==> src/rtl/uart_rsp_deframer_pkg.sv <==
// Shared types and constants for the UART response deframer.
// Holds the bit FSM encoding, parity selection and legal oversampling ratios.
package uart_rsp_deframer_pkg;

  typedef enum logic [2:0] {
    IDLE,
    START,
    DATA,
    PARITY,
    STOP
  } state_t;

  localparam logic PAR_EVEN = 1'b0;
  localparam logic PAR_ODD  = 1'b1;

  localparam int PRESCALE_8  = 8;
  localparam int PRESCALE_16 = 16;
  localparam int PRESCALE_32 = 32;

  function automatic logic maj3(
    input logic a,
    input logic b,
    input logic c
  );
    return (a & b) | (a & c) | (b & c);
  endfunction

  function automatic logic prescale_ok(input int p);
    return (p == PRESCALE_8) ||
           (p == PRESCALE_16) ||
           (p == PRESCALE_32);
  endfunction

endpackage

==> src/rtl/uart_bit_sampler.sv <==
// Per-bit edge counter with a 3-sample majority vote around the bit centre.
// bit_done pulses on the last of the three samples, with bit_val valid alongside.
module uart_bit_sampler
  import uart_rsp_deframer_pkg::*;
#(
  parameter int PRESCALE_WD = 6
) (
  input  logic                   clk,
  input  logic                   rst_n,
  input  logic                   en,
  input  logic                   restart,
  input  logic [PRESCALE_WD-1:0] prescale,
  input  logic                   rx,
  output logic                   bit_done,
  output logic                   bit_val
);

  localparam logic [PRESCALE_WD-1:0] ONE = 1;

  logic [PRESCALE_WD-1:0] cnt;
  logic [PRESCALE_WD-1:0] half;
  logic [PRESCALE_WD-1:0] h_m1;
  logic [PRESCALE_WD-1:0] h_p1;
  logic [PRESCALE_WD-1:0] last;
  logic                   s0;
  logic                   s1;

  assign half = prescale >> 1;
  assign h_m1 = half - ONE;
  assign h_p1 = half + ONE;
  assign last = prescale - ONE;

  // The start-edge cycle counts as edge 0, so the counter restarts at 1.
  always_ff @(posedge clk or negedge rst_n) begin
    if (!rst_n) begin
      cnt <= '0;
      s0  <= 1'b1;
      s1  <= 1'b1;
    end else if (restart) begin
      cnt <= ONE;
    end else if (en) begin
      cnt <= (cnt == last) ? '0 : cnt + ONE;
      if (cnt == h_m1) s0 <= rx;
      if (cnt == half) s1 <= rx;
    end
  end

  assign bit_done = en && !restart && (cnt == h_p1);
  assign bit_val  = maj3(s0, s1, rx);

endmodule

==> src/rtl/uart_rsp_deframer.sv <==
// Oversampling UART receiver assembling 1- or 2-byte host responses.
// Flags parity, framing, overrun and inter-byte timeout as 1-cycle pulses.
module uart_rsp_deframer
  import uart_rsp_deframer_pkg::*;
#(
  parameter int DATA_WIDTH   = 8,
  parameter int PRESCALE_WD  = 6,
  parameter int TIMEOUT_BITS = 32
) (
  input  logic                    CLK,
  input  logic                    RST,
  input  logic                    SER_IN,
  input  logic [PRESCALE_WD-1:0]  Prescale,
  input  logic                    PAR_EN,
  input  logic                    PAR_TYP,
  input  logic                    RSP_WORD,
  input  logic                    RSP_READY,
  output logic [2*DATA_WIDTH-1:0] RSP_DATA,
  output logic                    RSP_VALID,
  output logic                    PAR_ERR,
  output logic                    FRM_ERR,
  output logic                    OVERRUN,
  output logic                    TIMEOUT
);

  localparam int BIT_W = $clog2(DATA_WIDTH);
  localparam logic [BIT_W-1:0] LAST_BIT = BIT_W'(DATA_WIDTH - 1);
  localparam logic [PRESCALE_WD-1:0] ONE = 1;
  localparam logic [PRESCALE_WD-1:0] P_DEF = PRESCALE_WD'(PRESCALE_16);
  localparam logic [31:0] TO_LAST = 32'(TIMEOUT_BITS - 1);

  logic                   rx_meta;
  logic                   rx_sync;
  logic                   rx_prev;
  state_t                 state_q;
  state_t                 state_d;
  logic [PRESCALE_WD-1:0] presc_q;
  logic [PRESCALE_WD-1:0] presc_cap;
  logic                   pen_q;
  logic                   ptyp_q;
  logic                   word_q;
  logic [DATA_WIDTH-1:0]  shift_q;
  logic [DATA_WIDTH-1:0]  lo_q;
  logic [BIT_W-1:0]       bit_cnt_q;
  logic                   perr_q;
  logic                   idx_q;
  logic [PRESCALE_WD-1:0] to_cyc_q;
  logic [31:0]            to_bits_q;

  logic                    bit_done;
  logic                    bit_val;
  logic                    start_det;
  logic                    exp_par;
  logic                    stop_hit;
  logic                    frm_hit;
  logic                    par_hit;
  logic                    acc;
  logic                    cmp;
  logic                    waiting;
  logic                    bit_tick;
  logic                    to_hit;
  logic [2*DATA_WIDTH-1:0] rsp_new;

  always_ff @(posedge CLK or negedge RST) begin
    if (!RST) begin
      rx_meta <= 1'b1;
      rx_sync <= 1'b1;
      rx_prev <= 1'b1;
    end else begin
      rx_meta <= SER_IN;
      rx_sync <= rx_meta;
      rx_prev <= rx_sync;
    end
  end

  assign start_det = (state_q == IDLE) && rx_prev && !rx_sync;
  assign presc_cap = prescale_ok(int'(Prescale)) ? Prescale : P_DEF;

  uart_bit_sampler #(
    .PRESCALE_WD(PRESCALE_WD)
  ) u_sampler (
    .clk      (CLK),
    .rst_n    (RST),
    .en       (state_q != IDLE),
    .restart  (start_det),
    .prescale (presc_q),
    .rx       (rx_sync),
    .bit_done (bit_done),
    .bit_val  (bit_val)
  );

  always_ff @(posedge CLK or negedge RST) begin
    if (!RST) state_q <= IDLE;
    else      state_q <= state_d;
  end

  always_comb begin
    state_d = state_q;
    unique case (state_q)
      IDLE:   if (start_det) state_d = START;
      START:  if (bit_done) state_d = bit_val ? IDLE : DATA;
      DATA: begin
        if (bit_done && (bit_cnt_q == LAST_BIT))
          state_d = pen_q ? PARITY : STOP;
      end
      PARITY: if (bit_done) state_d = STOP;
      STOP:   if (bit_done) state_d = IDLE;
      default: state_d = IDLE;
    endcase
  end

  assign exp_par  = (^shift_q) ^ (ptyp_q == PAR_ODD);
  assign stop_hit = (state_q == STOP) && bit_done;
  assign frm_hit  = stop_hit && !bit_val;
  assign par_hit  = stop_hit && bit_val && perr_q;
  assign acc      = stop_hit && bit_val && !perr_q;
  assign cmp      = acc && (idx_q || !word_q);
  assign rsp_new  = idx_q ? {shift_q, lo_q}
                          : {{DATA_WIDTH{1'b0}}, shift_q};

  // Timeout counts bit times only while idle between byte 0 and byte 1.
  assign waiting  = (state_q == IDLE) && idx_q && !start_det;
  assign bit_tick = (to_cyc_q == presc_q - ONE);
  assign to_hit   = waiting && bit_tick && (to_bits_q == TO_LAST);

  always_ff @(posedge CLK or negedge RST) begin
    if (!RST) begin
      presc_q   <= P_DEF;
      pen_q     <= 1'b0;
      ptyp_q    <= PAR_EVEN;
      word_q    <= 1'b0;
      shift_q   <= '0;
      bit_cnt_q <= '0;
      perr_q    <= 1'b0;
    end else begin
      if (start_det) begin
        presc_q   <= presc_cap;
        pen_q     <= PAR_EN;
        ptyp_q    <= PAR_TYP;
        perr_q    <= 1'b0;
        bit_cnt_q <= '0;
        if (!idx_q) word_q <= RSP_WORD;
      end
      if ((state_q == DATA) && bit_done) begin
        shift_q   <= {bit_val, shift_q[DATA_WIDTH-1:1]};
        bit_cnt_q <= bit_cnt_q + 1'b1;
      end
      if ((state_q == PARITY) && bit_done && (bit_val != exp_par))
        perr_q <= 1'b1;
    end
  end

  always_ff @(posedge CLK or negedge RST) begin
    if (!RST) begin
      idx_q     <= 1'b0;
      lo_q      <= '0;
      to_cyc_q  <= '0;
      to_bits_q <= '0;
    end else begin
      if (frm_hit || par_hit || to_hit) begin
        idx_q <= 1'b0;
      end else if (acc) begin
        if (idx_q) begin
          idx_q <= 1'b0;
        end else begin
          lo_q  <= shift_q;
          idx_q <= word_q;
        end
      end
      if (!waiting) begin
        to_cyc_q  <= '0;
        to_bits_q <= '0;
      end else if (bit_tick) begin
        to_cyc_q  <= '0;
        to_bits_q <= to_hit ? '0 : to_bits_q + 1'b1;
      end else begin
        to_cyc_q  <= to_cyc_q + ONE;
      end
    end
  end

  always_ff @(posedge CLK or negedge RST) begin
    if (!RST) begin
      RSP_DATA  <= '0;
      RSP_VALID <= 1'b0;
      PAR_ERR   <= 1'b0;
      FRM_ERR   <= 1'b0;
      OVERRUN   <= 1'b0;
      TIMEOUT   <= 1'b0;
    end else begin
      PAR_ERR <= par_hit;
      FRM_ERR <= frm_hit;
      TIMEOUT <= to_hit;
      OVERRUN <= cmp && RSP_VALID && !RSP_READY;
      if (cmp && (!RSP_VALID || RSP_READY)) begin
        RSP_DATA  <= rsp_new;
        RSP_VALID <= 1'b1;
      end else if (RSP_VALID && RSP_READY) begin
        RSP_VALID <= 1'b0;
      end
    end
  end

endmodule

==> config.mk <==
export PLATFORM = sky130hd
export DESIGN_NAME = uart_rsp_deframer
export DESIGN_NICKNAME = d
export VERILOG_FILES = /design/src/rtl/uart_rsp_deframer_pkg.sv /design/src/rtl/uart_bit_sampler.sv /design/src/rtl/uart_rsp_deframer.sv
export SDC_FILE = /design/constraint.sdc
export NUM_CORES = 1
export LEC_CHECK = 0
export BUFFER_PORTS_ARGS = -buffer_cell sky130_fd_sc_hd__buf_2
export CAP_MARGIN = 15
export CORE_MARGIN = 10
export CORE_UTILIZATION = 55
export CTS_CLUSTER_SIZE = 20
export DETAILED_ROUTE_END_ITERATION = 16
export GPL_TIMING_DRIVEN = 0
export PLACE_DENSITY = 0.74
export SYNTH_ARGS = -nofsm -noshare
export SYNTH_HDL_FRONTEND = slang
export SYNTH_SLANG_ARGS = --single-unit
==> constraint.sdc <==
create_clock -name CLK -period 2.7 [get_ports CLK]
set_input_delay 0.27 -clock CLK [delete_from_list [all_inputs] [get_ports CLK]]
set_output_delay 0.27 -clock CLK [all_outputs]
set_load 0.05 [all_outputs]
Word level (Yosys, flattened, before mapping)

Index checks and enable logic that the tools add are counted.

Word-level logic and storage cells: 136
Flip-flop bits (word level): 103
Input port bits: 13
Output and inout port bits: 21

Bitwise gates (word level): 9
Add/sub/neg operators: 7
Mux-type cells: 27
Reductions and logical operators: 48
Eq/ne operators: 21

Operators by type and width:

| cell                                                               | count |
|---|---|
| 32-bit 2-to-1 mux                                                  | 3 |
| 6-bit 2-to-1 mux                                                   | 6 |
| 32-bit by 1-bit adder with 32-bit output, second input constant    | 1 |
| 32-bit by 5-bit == test with 1-bit output, second input constant   | 1 |
| 6-bit == test                                                      | 4 |
| 3-bit 2-to-1 mux                                                   | 8 |
| 1-bit logical AND                                                  | 22 |
| 16-bit 2-to-1 mux                                                  | 1 |
| 3-bit one-hot mux with 5 select lines                              | 1 |
| 6-bit by 1-bit adder with 6-bit output, second input constant      | 2 |
| 6-bit == test, second input constant                               | 2 |
| 2-bit nonzero test                                                 | 5 |
| 3-bit AND reduction                                                | 3 |
| 2-bit != test, second input constant                               | 4 |
| 8-bit parity                                                       | 1 |
| 1-bit zero test                                                    | 7 |
| 1-bit 2-to-1 mux                                                   | 7 |
| 5-bit by 1-bit adder with 6-bit output, second input constant      | 1 |
| 3-bit by 2-bit == test with 1-bit output, second input constant    | 2 |
| 3-bit == test, second input constant                               | 2 |
| 6-bit by 5-bit == test with 1-bit output                           | 1 |
| 6-bit by 5-bit == test with 1-bit output, second input constant    | 1 |
| 1-bit logical OR                                                   | 6 |
| 5-bit by 1-bit subtractor with 6-bit output, second input constant | 1 |
| other kinds (14)                                                   | 20 |

Depth between registers and ports, before layout

Word-level depth: 13
Depth in mapped cells: 9

Cells and area by module

A second synthesis with hierarchy kept.

Cells, all modules: 586
Area total of the unflattened synthesis: 5,620.4 µm²

Modules (own cells, without submodules):

| module            | area an instance (µm²) | cells each | instances |
|---|---|---|---|
| uart_rsp_deframer | 4,742.0                | 478        | 1 |
| uart_bit_sampler  | 878.3                  | 108        | 1 |

Worst setup path after synthesis

OpenSTA, ideal clock, no wires.

Path type: register -> register
Start point: register presc_q[1]
End point: register to_bits_q[5]
Path slack: -0.014 ns
Setup time: 0.139 ns
Stages on the path, launching flop included: 10
Data arrival time: 2.575 ns
Cells stage by stage: dfrtp_1 -> inv_1 -> ha_1 -> or3b_2 -> xnor2_1 -> or4_1 -> buf_2 -> buf_2 -> o311ai_0 -> o31ai_1

Cells in the longest elaborated chain, start to end: 7

Ends and longest elaborated chain:

| element                                       | RTL line                 | source |
|---|---|---|
| start: declaration                            | uart_rsp_deframer.sv:37  | `logic [PRESCALE_WD-1:0] presc_q;` |
| start signal: assignment                      | uart_rsp_deframer.sv:137 | `presc_q <= presc_cap;` |
| 6-bit by 1-bit subtractor with 6-bit output * | uart_rsp_deframer.sv:123 | `assign bit_tick = (to_cyc_q == presc_q - ONE);` |
| 6-bit == test *                               | uart_rsp_deframer.sv:123 |  |
| 1-bit logical AND (2 in a row)                | uart_rsp_deframer.sv:124 | `assign to_hit = waiting && bit_tick && (to_bits_q == TO_LAST);` |
| 32-bit 2-to-1 mux                             | uart_rsp_deframer.sv:175 | `to_bits_q <= to_hit ? '0 : to_bits_q + 1'b1;` |
| 32-bit 2-to-1 mux                             | uart_rsp_deframer.sv:173 | `end else if (bit_tick) begin` |
| 32-bit 2-to-1 mux                             | uart_rsp_deframer.sv:170 | `if (!waiting) begin` |
| end signal: assignment                        | uart_rsp_deframer.sv:175 |  |
| end: declaration                              | uart_rsp_deframer.sv:48  | `logic [31:0] to_bits_q;` |

Every way passes the cells marked *; elsewhere a longest branch is shown, timed or not. The select of a mux whose other input is x is not followed.
A chain may end at the register's enable or synchronous reset.

Worst setup path in the final report

Start point: register presc_q[1]
End point: register RSP_DATA[7]

Cells in the longest elaborated chain, start to end: 8

Ends and longest elaborated chain:

| element                                | RTL line                 | source |
|---|---|---|
| 5-bit by 1-bit adder with 6-bit output | uart_bit_sampler.sv:30   | `assign h_p1 = half + ONE;` |
| 6-bit == test                          | uart_bit_sampler.sv:48   | `assign bit_done = en && !restart && (cnt == h_p1);` |
| 1-bit logical AND                      | uart_bit_sampler.sv:48   |  |
| 1-bit logical AND                      | uart_rsp_deframer.sv:113 | `assign stop_hit = (state_q == STOP) && bit_done;` |
| 1-bit logical AND (2 in a row)         | uart_rsp_deframer.sv:116 | `assign acc = stop_hit && bit_val && !perr_q;` |
| 1-bit logical AND                      | uart_rsp_deframer.sv:117 | `assign cmp = acc && (idx_q \|\| !word_q);` |
| 1-bit logical AND                      | uart_rsp_deframer.sv:195 | `if (cmp && (!RSP_VALID \|\| RSP_READY)) begin` |
| end signal: assignment                 | uart_rsp_deframer.sv:196 | `RSP_DATA <= rsp_new;` |
| end: declaration                       | uart_rsp_deframer.sv:18  | `output logic [2*DATA_WIDTH-1:0] RSP_DATA,` |

No other way between the ends.

==> qor.csv <==
stage,metric,value,unit
final_layout,nNetsFinal,667,
cts,clk_latency,0.38,ns
final_layout,fillers,810,
floorplanning,start_util,0.568,
run,max_cap_violations,0,
final_layout,multi_input_area,0.00334,mm^2
synthesis,syn_area,0.00592,mm^2
timing,hold_slack,0.0794,ns
floorplanning,die_y,124,um
floorplanning,core_area,0.0104,mm^2
timing,period_share,0.973,
worst_setup_path,crit_path_end_kind,flip-flop,
place,gp_congestion,0.871,
worst_setup_path,critPathArrivalTime,2.90,ns
cts,numCtsBuffers,9,
routing,drc,0,
synthesis,ys_ff_latch,103,
synthesis,synth_edf_count,0,
cts,cts.sinks,103,
global_routing,grt_pass1_wl,22000,um
cts,cts.path.max_buffers,2,
synthesis,synth_warnings,0,
routing,drt-pass1-iter-count,5,
synthesis,syn_nets,608,
timing,slew_headroom,0.305,
synthesis,yosysSeqAreaShare,0.437,
routing,drtIter0Drc,369,
timing,finalHoldViolCount,0,
cts,cts_tree,done,
final_layout,antenna_cells,0,
cts,path_clk_slew,0.11,ns
routing,ant_nets,0,
timing,slew_violations,0,
floorplanning,die-area,0.0153,mm^2
cts,h-tree-depth,3,
timing,fin_tns_setup,0,ns
routing,wire_per_inst,17.1,um
worst_setup_path,worst-path-max-fanout,6,
worst_setup_path,critical_path_required,2.98,ns
routing,via_per_inst,5.87,
pwr,p_leak,0.00299,uW
synthesis,synth_top_area_frac,0.410,
worst_setup_path,timing.setup.critical_path_class,reg -> reg,
floorplanning,die_w,124,um
global_routing,antenna_found_initial,0,
pwr,ir_worst_vdd,0.432,mV
outcome,status,finished clean,
final_layout,drive_gt1_frac,0.262,
worst_setup_path,cp-start-kind,flip-flop,
min_path,min_path_type,in -> reg,
global_routing,grt_pass1_vias,4495,
place,port_buffers,33,
synthesis,synth.most_common_cell,dfrtp_1,
synthesis,async_flop_share,1.00,
place,placed_cell_area,0.00628,mm^2
routing,vias,4610,
global_routing,grt_overflow,0,
final_layout,final_area,0.00691,mm^2
final_layout,syn_to_final_growth,16.8,%
timing,fin_skew,0.0134,ns
place,place_inst,756,
synthesis,yosys.cell_types.count,62,
timing,min_period,2.63,ns
cts,cts_root_buffer,clkbuf_8,
synthesis,synth_flop_cell,dfrtp_1,
floorplanning,ioPinCount,34,
synthesis,synthTopCellsByArea,"dfrtp_1 (41%), mux2_2 (6.3%), mux2i_1 (6.1%)",
place,hpwlAfterDp,9180,um
synthesis,synth_top_area_cell,dfrtp_1,
floorplanning,rows,37,
synthesis,syn-instance-count,586,
routing,drt-total-wl,13400,um
global_routing,grt_max_degree,56,
timing,tightest_slew,1.03,ns
pwr,report.power.total,4590,uW
timing,max_freq,381,MHz
synthesis,synth_commonest_cells,"dfrtp_1 (97), nand2_1 (80), mux2i_1 (36)",
pwr,power_density,664,mW/mm^2
final_layout,fin_cells,786,
timing,setup_viol,0,
final_layout,regArea,0.00259,mm^2
global_routing,grt_usage,0.178,
synthesis,syn_avg_cell_area,10.1,um^2
[placed cells by master (no fill, tap or decap), drive strengths merged, types with 2 or more instances in the layout]
master       instances
or4                  4
and4                 4
or3b                 2
buf                 58
or3                  7
nand4               16
a21oi                4
o22ai                3
nand3               23
clkinv               4
nor3                15
nand2b              26
o41ai                3
ha                   9
or2                  3
and2                 5
xor2                18
o31ai                4
nand2               80
nor2b                4
nor4                31
o211ai               5
clkbuf              25
dfrtp               97
inv                 28
dfstp                6
mux2                35
nor2                30
mux2i               36
and3                 4
o21ai               13
dlygate4sd3          2
a31oi                3
xnor2               23
nor4b                2
[worst max-delay path, cell delays in order, from the launching register on]
cell and delay, ns:
dfrtp_2 0.44, inv_4 0.10, ha_1 0.25, xor2_1 0.19, or3_4 0.41, nor4_4 0.28, buf_6 0.18, nand4_4 0.15
buf_8 0.22, mux2_1 0.31
[state kept, by name, summed over array words and instances (netlist names), 3 cells and up]
name,cells
RSP_DATA,16
bit_cnt_q,3
lo_q,8
presc_q,6
shift_q,8
state_q,3
to_bits_q,32
to_cyc_q,6
u_sampler.cnt,6
[timing repair]
item / in CTS / in global routing
hold endpoints to repair: 51 / 0
cloned: 1 / 0
setup buffers: 10 / 1
pin swaps: 2 / 9
hold buffers: 2 / 0
resized for setup: 19 / 39
endpoints found under the setup margin: 74 / 62
[logic make-up (layout without fill, tap and decap cells)]
logic type | after synthesis | after routing | share of synthesized area
DFF | 103 | 103 | 0.437
xor gates and xnor gates | 42 | 42 | 0.0647
AOI/OAI and AO/OA | 48 | 48 | 0.0569
and+or+nand+nor | 258 | 258 | 0.252
adders and majority gates | 10 | 10 | 0.0207
muxes | 71 | 71 | 0.128
buffers and inverters | 54 | 118 | 0.0410
[per-layer routing]
metal  wire length (um)  vias up  global-route usage  part of all wire
met2               6590      129               0.286              0.49
met1               6050     2286               0.238              0.45
met4                155        0              0.0568             0.012
met5                  0        -                   0                 0
met3                644       21              0.0321             0.048
li1                   -     2174                   -                 -
[cell type report]
| type | instances | share of cell area |
|---|---|---|
| Sequential cell | 103 | 0.374 |
| Tap cell | 136 | 0.0246 |
| Multi-Input combinational cell | 429 | 0.483 |
| Buffer | 28 | 0.0259 |
| Clock inverter | 7 | 0.0150 |
| Inverter | 26 | 0.0145 |
| Clock buffer | 9 | 0.0179 |
| Timing Repair Buffer | 48 | 0.0449 |
[path summary, 6_finish.rpt]
kind / startpoint / end / slack (ns) / depth (start not counted)
worst max-delay path: presc_q[1] / RSP_DATA[7] / 0.07 / 9
max in group asynchronous: RST / rx_meta / 1.49 / 3
worst max register to register: presc_q[1] / RSP_DATA[7] / 0.07 / 9
worst min-delay path: PAR_TYP / ptyp_q / 0.08 / 3
worst min register to register: rx_meta / rx_sync / 0.36 / 0
min in group asynchronous: RST / ptyp_q / 0.47 / 2
[per-stage QoR]
step                      setup WS [ns]   util
after floorplan                  0.0181      -
after global placement           -0.372  0.600
after detailed placement         -0.356  0.603
after CTS                        0.0444  0.642
after global routing            -0.0137  0.664
final                            0.0730  0.664
[report_power, final]
group          switching [uW]  internal (uW)
registers                 137           1690
clock network             611            460
logic                    1040            650
(Power assumes the default switching activity.)
